==> src/rtl/ro_adc_packer_if.sv <==
// Output word stream of the ADC packer.
// master drives data/valid, slave drives ready.
interface ro_adc_packer_if;
  logic [31:0] out_data;
  logic        out_valid;
  logic        out_ready;

  modport master (
    output out_data,
    output out_valid,
    input  out_ready
  );

  modport slave (
    input  out_data,
    input  out_valid,
    output out_ready
  );
endinterface

==> src/rtl/ro_adc_packer.sv <==
// Packs ADC samples two per word, adds a row trailer, FWFT FIFO out.
// In: CLK rst frame_start NUM_ROW NUM_SAMP dat_valid adc_data; Out: dst stream, status.
module ro_adc_packer #(
  parameter int         ADC_W      = 12,
  parameter int         FIFO_DEPTH = 8,
  parameter logic [7:0] TAG        = 8'hA5,
  localparam int        AW         = $clog2(FIFO_DEPTH),
  localparam int        LW         = AW + 1
) (
  input  logic              CLK,
  input  logic              rst,
  input  logic              frame_start,
  input  logic [31:0]       NUM_ROW,
  input  logic [31:0]       NUM_SAMP,
  input  logic              dat_valid,
  input  logic [ADC_W-1:0]  adc_data,
  ro_adc_packer_if.master   dst,
  output logic              busy,
  output logic              frame_done,
  output logic              overflow,
  output logic              stray,
  output logic [LW-1:0]     fifo_level
);

  typedef enum logic [1:0] {
    IDLE,
    ACTIVE,
    TRAIL
  } state_t;

  state_t      state, nxt;
  logic [31:0] num_row, num_samp;
  logic [31:0] row_cnt, samp_cnt;
  logic        phase;
  logic [15:0] low;
  logic [7:0]  frame_cnt;

  logic [15:0] s16;
  logic        last_samp, last_row;
  logic        wr_en;
  logic [31:0] wr_data;

  logic [31:0] mem [FIFO_DEPTH];
  logic [AW:0] wr_ptr, rd_ptr;
  logic        full, empty, pop, push;

  assign s16       = 16'(adc_data);
  assign last_samp = samp_cnt == num_samp - 32'd1;
  assign last_row  = row_cnt == num_row - 32'd1;
  assign busy      = state != IDLE;

  always_comb begin
    nxt     = state;
    wr_en   = 1'b0;
    wr_data = '0;
    unique case (state)
      IDLE: begin
        if (frame_start) nxt = ACTIVE;
      end
      ACTIVE: begin
        if (dat_valid) begin
          if (phase) begin
            wr_en   = 1'b1;
            wr_data = {s16, low};
          end else if (last_samp) begin
            // odd sample count: pad the final half-word
            wr_en   = 1'b1;
            wr_data = {16'h0000, s16};
          end
          if (last_samp) nxt = TRAIL;
        end
      end
      TRAIL: begin
        wr_en   = 1'b1;
        wr_data = {TAG, frame_cnt, row_cnt[15:0]};
        nxt     = last_row ? IDLE : ACTIVE;
      end
      default: nxt = IDLE;
    endcase
  end

  always_ff @(posedge CLK) begin
    if (rst) state <= IDLE;
    else     state <= nxt;
  end

  always_ff @(posedge CLK) begin
    if (rst) begin
      num_row    <= '0;
      num_samp   <= '0;
      row_cnt    <= '0;
      samp_cnt   <= '0;
      phase      <= 1'b0;
      low        <= '0;
      frame_cnt  <= '0;
      frame_done <= 1'b0;
      stray      <= 1'b0;
    end else begin
      frame_done <= 1'b0;
      unique case (state)
        IDLE: begin
          if (frame_start) begin
            num_row  <= NUM_ROW;
            num_samp <= NUM_SAMP;
            row_cnt  <= '0;
            samp_cnt <= '0;
            phase    <= 1'b0;
            stray    <= 1'b0;
          end
          if (dat_valid) stray <= 1'b1;
        end
        ACTIVE: begin
          if (dat_valid) begin
            if (last_samp) begin
              samp_cnt <= '0;
              phase    <= 1'b0;
            end else begin
              samp_cnt <= samp_cnt + 32'd1;
              phase    <= ~phase;
              if (!phase) low <= s16;
            end
          end
        end
        TRAIL: begin
          if (last_row) begin
            frame_cnt  <= frame_cnt + 8'd1;
            frame_done <= 1'b1;
            if (dat_valid) stray <= 1'b1;
          end else begin
            row_cnt <= row_cnt + 32'd1;
            // a sample here opens the next row
            if (dat_valid) begin
              low      <= s16;
              phase    <= 1'b1;
              samp_cnt <= 32'd1;
            end
          end
        end
        default: ;
      endcase
    end
  end

  assign fifo_level    = wr_ptr - rd_ptr;
  assign full          = fifo_level == LW'(FIFO_DEPTH);
  assign empty         = fifo_level == '0;
  assign pop           = !empty && dst.out_ready;
  assign push          = wr_en && (!full || pop);
  assign dst.out_valid = !empty;
  assign dst.out_data  = empty ? 32'h0 : mem[rd_ptr[AW-1:0]];

  always_ff @(posedge CLK) begin
    if (push) mem[wr_ptr[AW-1:0]] <= wr_data;
  end

  always_ff @(posedge CLK) begin
    if (rst) begin
      wr_ptr   <= '0;
      rd_ptr   <= '0;
      overflow <= 1'b0;
    end else begin
      if (push) wr_ptr <= wr_ptr + 1'b1;
      if (pop)  rd_ptr <= rd_ptr + 1'b1;
      if (state == IDLE && frame_start) overflow <= 1'b0;
      else if (wr_en && !push)          overflow <= 1'b1;
    end
  end

endmodule

==> src/flat_wrapper.sv <==
// flat-port wrapper written by rule: the top's interface ports become plain ports
module ro_adc_packer_flat 
#(
  parameter int         ADC_W      = 12,
  parameter int         FIFO_DEPTH = 8,
  parameter logic [7:0] TAG        = 8'hA5,
  localparam int        AW         = $clog2(FIFO_DEPTH),
  localparam int        LW         = AW + 1
)
  (CLK, rst, frame_start, NUM_ROW, NUM_SAMP, dat_valid, adc_data, busy, frame_done, overflow, stray, fifo_level, dst_out_data, dst_out_valid, dst_out_ready);
  ro_adc_packer_if dst_i ();
  input  logic CLK;
  input  logic rst;
  input  logic frame_start;
  input  logic [31:0] NUM_ROW;
  input  logic [31:0] NUM_SAMP;
  input  logic dat_valid;
  input  logic [ADC_W-1:0] adc_data;
  output logic busy;
  output logic frame_done;
  output logic overflow;
  output logic stray;
  output logic [LW-1:0] fifo_level;
  output wire logic [$bits(dst_i.out_data)-1:0] dst_out_data;
  output wire logic [$bits(dst_i.out_valid)-1:0] dst_out_valid;
  input wire logic [$bits(dst_i.out_ready)-1:0] dst_out_ready;
  assign dst_out_data = dst_i.out_data;
  assign dst_out_valid = dst_i.out_valid;
  assign dst_i.out_ready = dst_out_ready;
  ro_adc_packer #(.ADC_W(ADC_W), .FIFO_DEPTH(FIFO_DEPTH), .TAG(TAG)) u_core (.CLK(CLK), .rst(rst), .frame_start(frame_start), .NUM_ROW(NUM_ROW), .NUM_SAMP(NUM_SAMP), .dat_valid(dat_valid), .adc_data(adc_data), .dst(dst_i), .busy(busy), .frame_done(frame_done), .overflow(overflow), .stray(stray), .fifo_level(fifo_level));
endmodule
==> config.mk <==
export PLATFORM = sky130hd
export DESIGN_NAME = ro_adc_packer_flat
export DESIGN_NICKNAME = d
export VERILOG_FILES = /design/src/rtl/ro_adc_packer_if.sv /design/src/rtl/ro_adc_packer.sv /design/src/flat_wrapper.sv
export SDC_FILE = /design/constraint.sdc
export NUM_CORES = 1
export LEC_CHECK = 0
export ABC_AREA = 1
export BUFFER_PORTS_ARGS = -buffer_cell sky130_fd_sc_hd__buf_2
export CAP_MARGIN = 20
export CORE_UTILIZATION = 33
export CTS_BUF_LIST = sky130_fd_sc_hd__clkbuf_8
export DETAILED_ROUTE_END_ITERATION = 8
export HOLD_SLACK_MARGIN = 0.08
export SYNTH_ARGS = -nofsm -noshare
export SYNTH_HDL_FRONTEND = slang
export SYNTH_SLANG_ARGS = --single-unit
==> constraint.sdc <==
create_clock -name CLK -period 9.48 [get_ports CLK]
set_input_delay 0.948 -clock CLK [delete_from_list [all_inputs] [get_ports CLK]]
set_output_delay 0.948 -clock CLK [all_outputs]
set_load 0.01 [all_outputs]
==> impl_results.md <==
* Post_cts resized at 0
* Routed vias at 17.4k
* Hold buffer count at cts at 0
* IO Count at between 100 and 150
* Post-synth EDFFs at roughly 230
* Top cells by count, synth: nand2_1, nor2_1, edfxtp_1, dfxtp_1, a21oi_1
* Area added between synthesis and finish at 11.6%
* Final ANT Viol Nets at 0
* Sequential share of the synthesized area at 0.484
* Routability congestion estimate at between 0.8 and 0.9
* Status: finished clean
* Period utilisation layout at 0.475
* Final hold vios at 0
* Diodes inserted at 0
* Synth Cell Area at roughly 0.021 sq mm
* First-pass GRT wire length at around 91000 um
* Worst-Margin Slew at 1.13 ns
* Drt first pass iters at 6
* Sequential share of power at 0.362
* Top post-synthesis cells by area: edfxtp_1, dfxtp_1, nand2_1, nor2_1, xor2_1
* Remaining DRCs at 0
* Drt via density at between 4 and 5
* Hold crit path type: reg -> reg
* Pwr Total at approximately 5.9 mW
* Vias in the first global route at 16.3k
* # port buffers at 119
* Crit Path Class: reg -> reg
* Yosys reg bits at 397
* CTS tree: yes
* Met1 usage at 0.245
* Reg area at ~0.010 sq mm
* RSZ-0062 raised after global routing: false
* GR peak layer: met2
* Max-slew violation count at 0
* GRT Residual Overflow at 0
* Layout Skew at 0.0343 ns
* Lkg Pwr at around 8.6 nW
* Met2 Use GR at 0.273
* Most common cell in the synthesized netlist: nand2_1
* Post-synth top flop: edfxtp_1
* Setup Viol. Count Final at 0
* Post-synth top area share at 0.328
* DIE HEIGHT at 256 um
* Starting Density at 0.335
* CTS clk-pin slew, worst paths at 0.06 ns
* Fillers at ~6.6k
* CTS root buf: clkbuf_8
* PD cells at 248 mW/mm^2
* Cell taking the most area after synthesis: edfxtp_1
* CP Launch Type: flip-flop
* Layout cell share with drive strength beyond 1 at 0.136
* Initial antenna violation count at 2
* Clock period minus worst slack at 4.50 ns
* WL/cell at between 15 and 20 um
* # rows at just over 90
* Int Pwr at 3.39 mW
* 1st-iter DRT viols at ~1.3k
* Max Freq at between 200 and 250 MHz
* Worst Path Required at around 10 ns
* Max transition margin at 0.242
* CP max FO at 20
* Overall die area at 0.0654 sq mm
* Critical Path AT at about 4.8 ns
* Yosys cell types at between 50 and 60
* Total GRT Usage at 0.174
* Detailed Route WL at roughly 57000 um
* Critical Path Sink Type: flip-flop
* Hpwl dp at approximately 39000 um
* H-tree levels at 3
* Worst-skew pair later-pin latency at 0.66 ns
* Combinational Power Share at 0.398
* CTS Buf Count at 67
* Die width at roughly 260 um
* Multi-input gate area at between 0.009 and 0.01 sq mm
* Largest buffer count on any clock path at 3
* Core box area at approximately 0.063 sq mm
* Synth Instances at between 2k and 3k
* Largest net degree at the start of global routing at 101
* MaxCap Viol Count at 0
* Setup Fix Bufs, Post-CTS at 0
* Switching power at around 2.5 mW
* FF-to-FF setup slack at 4.98 ns
* Clk sinks at 397
* Post-layout nets at between 2k and 3k
* Switching part of the total power at 0.422
* Met3 GRT Util at 0.0325
* Avg Cell Area, Syn at 8.19 sq um
* Total Neg Setup Slack at 0 ns
* VDD IR max at 0.000122 V
* Post-synth ARST share at 0
* Yosys Warn Count at 0
* Clock share of power at 0.239
## final cells by class
type | count | share of cell area
well taps | 846 | 0.0446
clock inverters | 48 | 0.00971
flip-flops and latches | 397 | 0.433
multi-input cells | 1896 | 0.413
clock buffers | 69 | 0.0400
repair buffers | 139 | 0.0340
inverters | 159 | 0.0254
## routing by layer
layer  share of wire  vias to the layer above  routed length [um]
li1                -                     8791                   -
met1            0.48                     8103               27400
met2            0.45                      427               25500
met3           0.056                       78                3180
met4           0.017                        2                 951
met5         0.00030                        -                  17
## cells in the final DEF, fill, tap and decap left out, types with 12 or more instances in the layout
cell type	n
ha_1	13
a21oi_1	157
buf_2	118
nand3b_1	26
clkinv_1	20
nand4_1	40
inv_1	165
dfxtp_1	162
nor2_2	19
xnor2_1	47
clkbuf_8	69
nand2_2	48
nor2_4	18
a32o_1	29
a32oi_1	29
nor2_1	362
xor2_1	98
buf_4	15
o31ai_1	12
nand2_1	641
nor3_1	53
nand3_1	104
a21oi_2	30
o21ai_0	111
edfxtp_1	232
## cell families (layout without fill, tap and decap cells)
kind of cell,after synthesis,after routing,share of synthesized area
and+or+nand+nor,1349,1349,0.276
DFF,397,397,0.484
AOI/OAI and AO/OA,383,383,0.110
buffers and inverters,302,415,0.0593
xor gates and xnor gates,147,147,0.0613
adders and majority gates,15,15,0.00919
other,1,2,0.000177
## per-stage QoR
stage                     hold WS, ns  cell area (sq um)  setup WS (ns)  utilization  cells
after floorplan                 0.448              21200           5.08            -   2595
after global placement          0.469              22400           5.00        0.354   3431
after detailed placement        0.478              22500           4.93        0.355   3432
after CTS                       0.486              23600           4.90        0.373   3549
after global routing            0.495              23700           4.51        0.375   3554
final                           0.486              23700           4.98        0.375   3554
## registers in the layout (all words and copies together), names as in the netlist, named ones only
signal,flops
u_core.frame_cnt,8
u_core.state,2
u_core.rd_ptr,4
u_core.num_row,32
u_core.mem,232
u_core.frame_done,1
u_core.samp_cnt,32
u_core.stray,1
u_core.overflow,1
u_core.wr_ptr,4
u_core.num_samp,32
u_core.row_cnt,32
u_core.phase,1
u_core.low,12
## critical path: stages (launching register included)
cell	delay, ns
dfxtp_1	0.33
nor2_1	0.12
nand2_1	0.09
nor2_1	0.62
nand2_1	0.18
o21ai_0	0.20
nand2_1	0.10
nor2_1	0.11
nand2_1	0.06
nor2_1	0.12
nand3_2	0.35
nand2_1	0.17
nand2_1	0.07
nand2_2	0.13
nand4_2	0.25
nor3_2	0.74
buf_4	0.47
## worst paths after layout
| path | from | cells after the start | end |
|---|---|---|---|
| setup reg to reg | u_core.num_samp[2] | 16 | u_core.mem[6][2] |
| hold / removal | u_core.low[1] | 2 | u_core.low[1] |
| hold reg to reg | u_core.low[1] | 2 | u_core.low[1] |
| setup / recovery | u_core.num_samp[2] | 16 | u_core.mem[6][2] |
## power groups by stage
stage / Combinational [mW] / Sequential, mW / Clock, mW
2_1_floorplan: 1.80 / 2.08 / 0
3_3_place_gp: 2.35 / 2.16 / 0
3_5_place_dp: 2.35 / 2.17 / 0
4_1_cts: 2.36 / 2.13 / 1.45
5_1_grt: 2.65 / 2.15 / 1.52
6_report: 2.34 / 2.13 / 1.40
(Power assumes the default switching activity.)
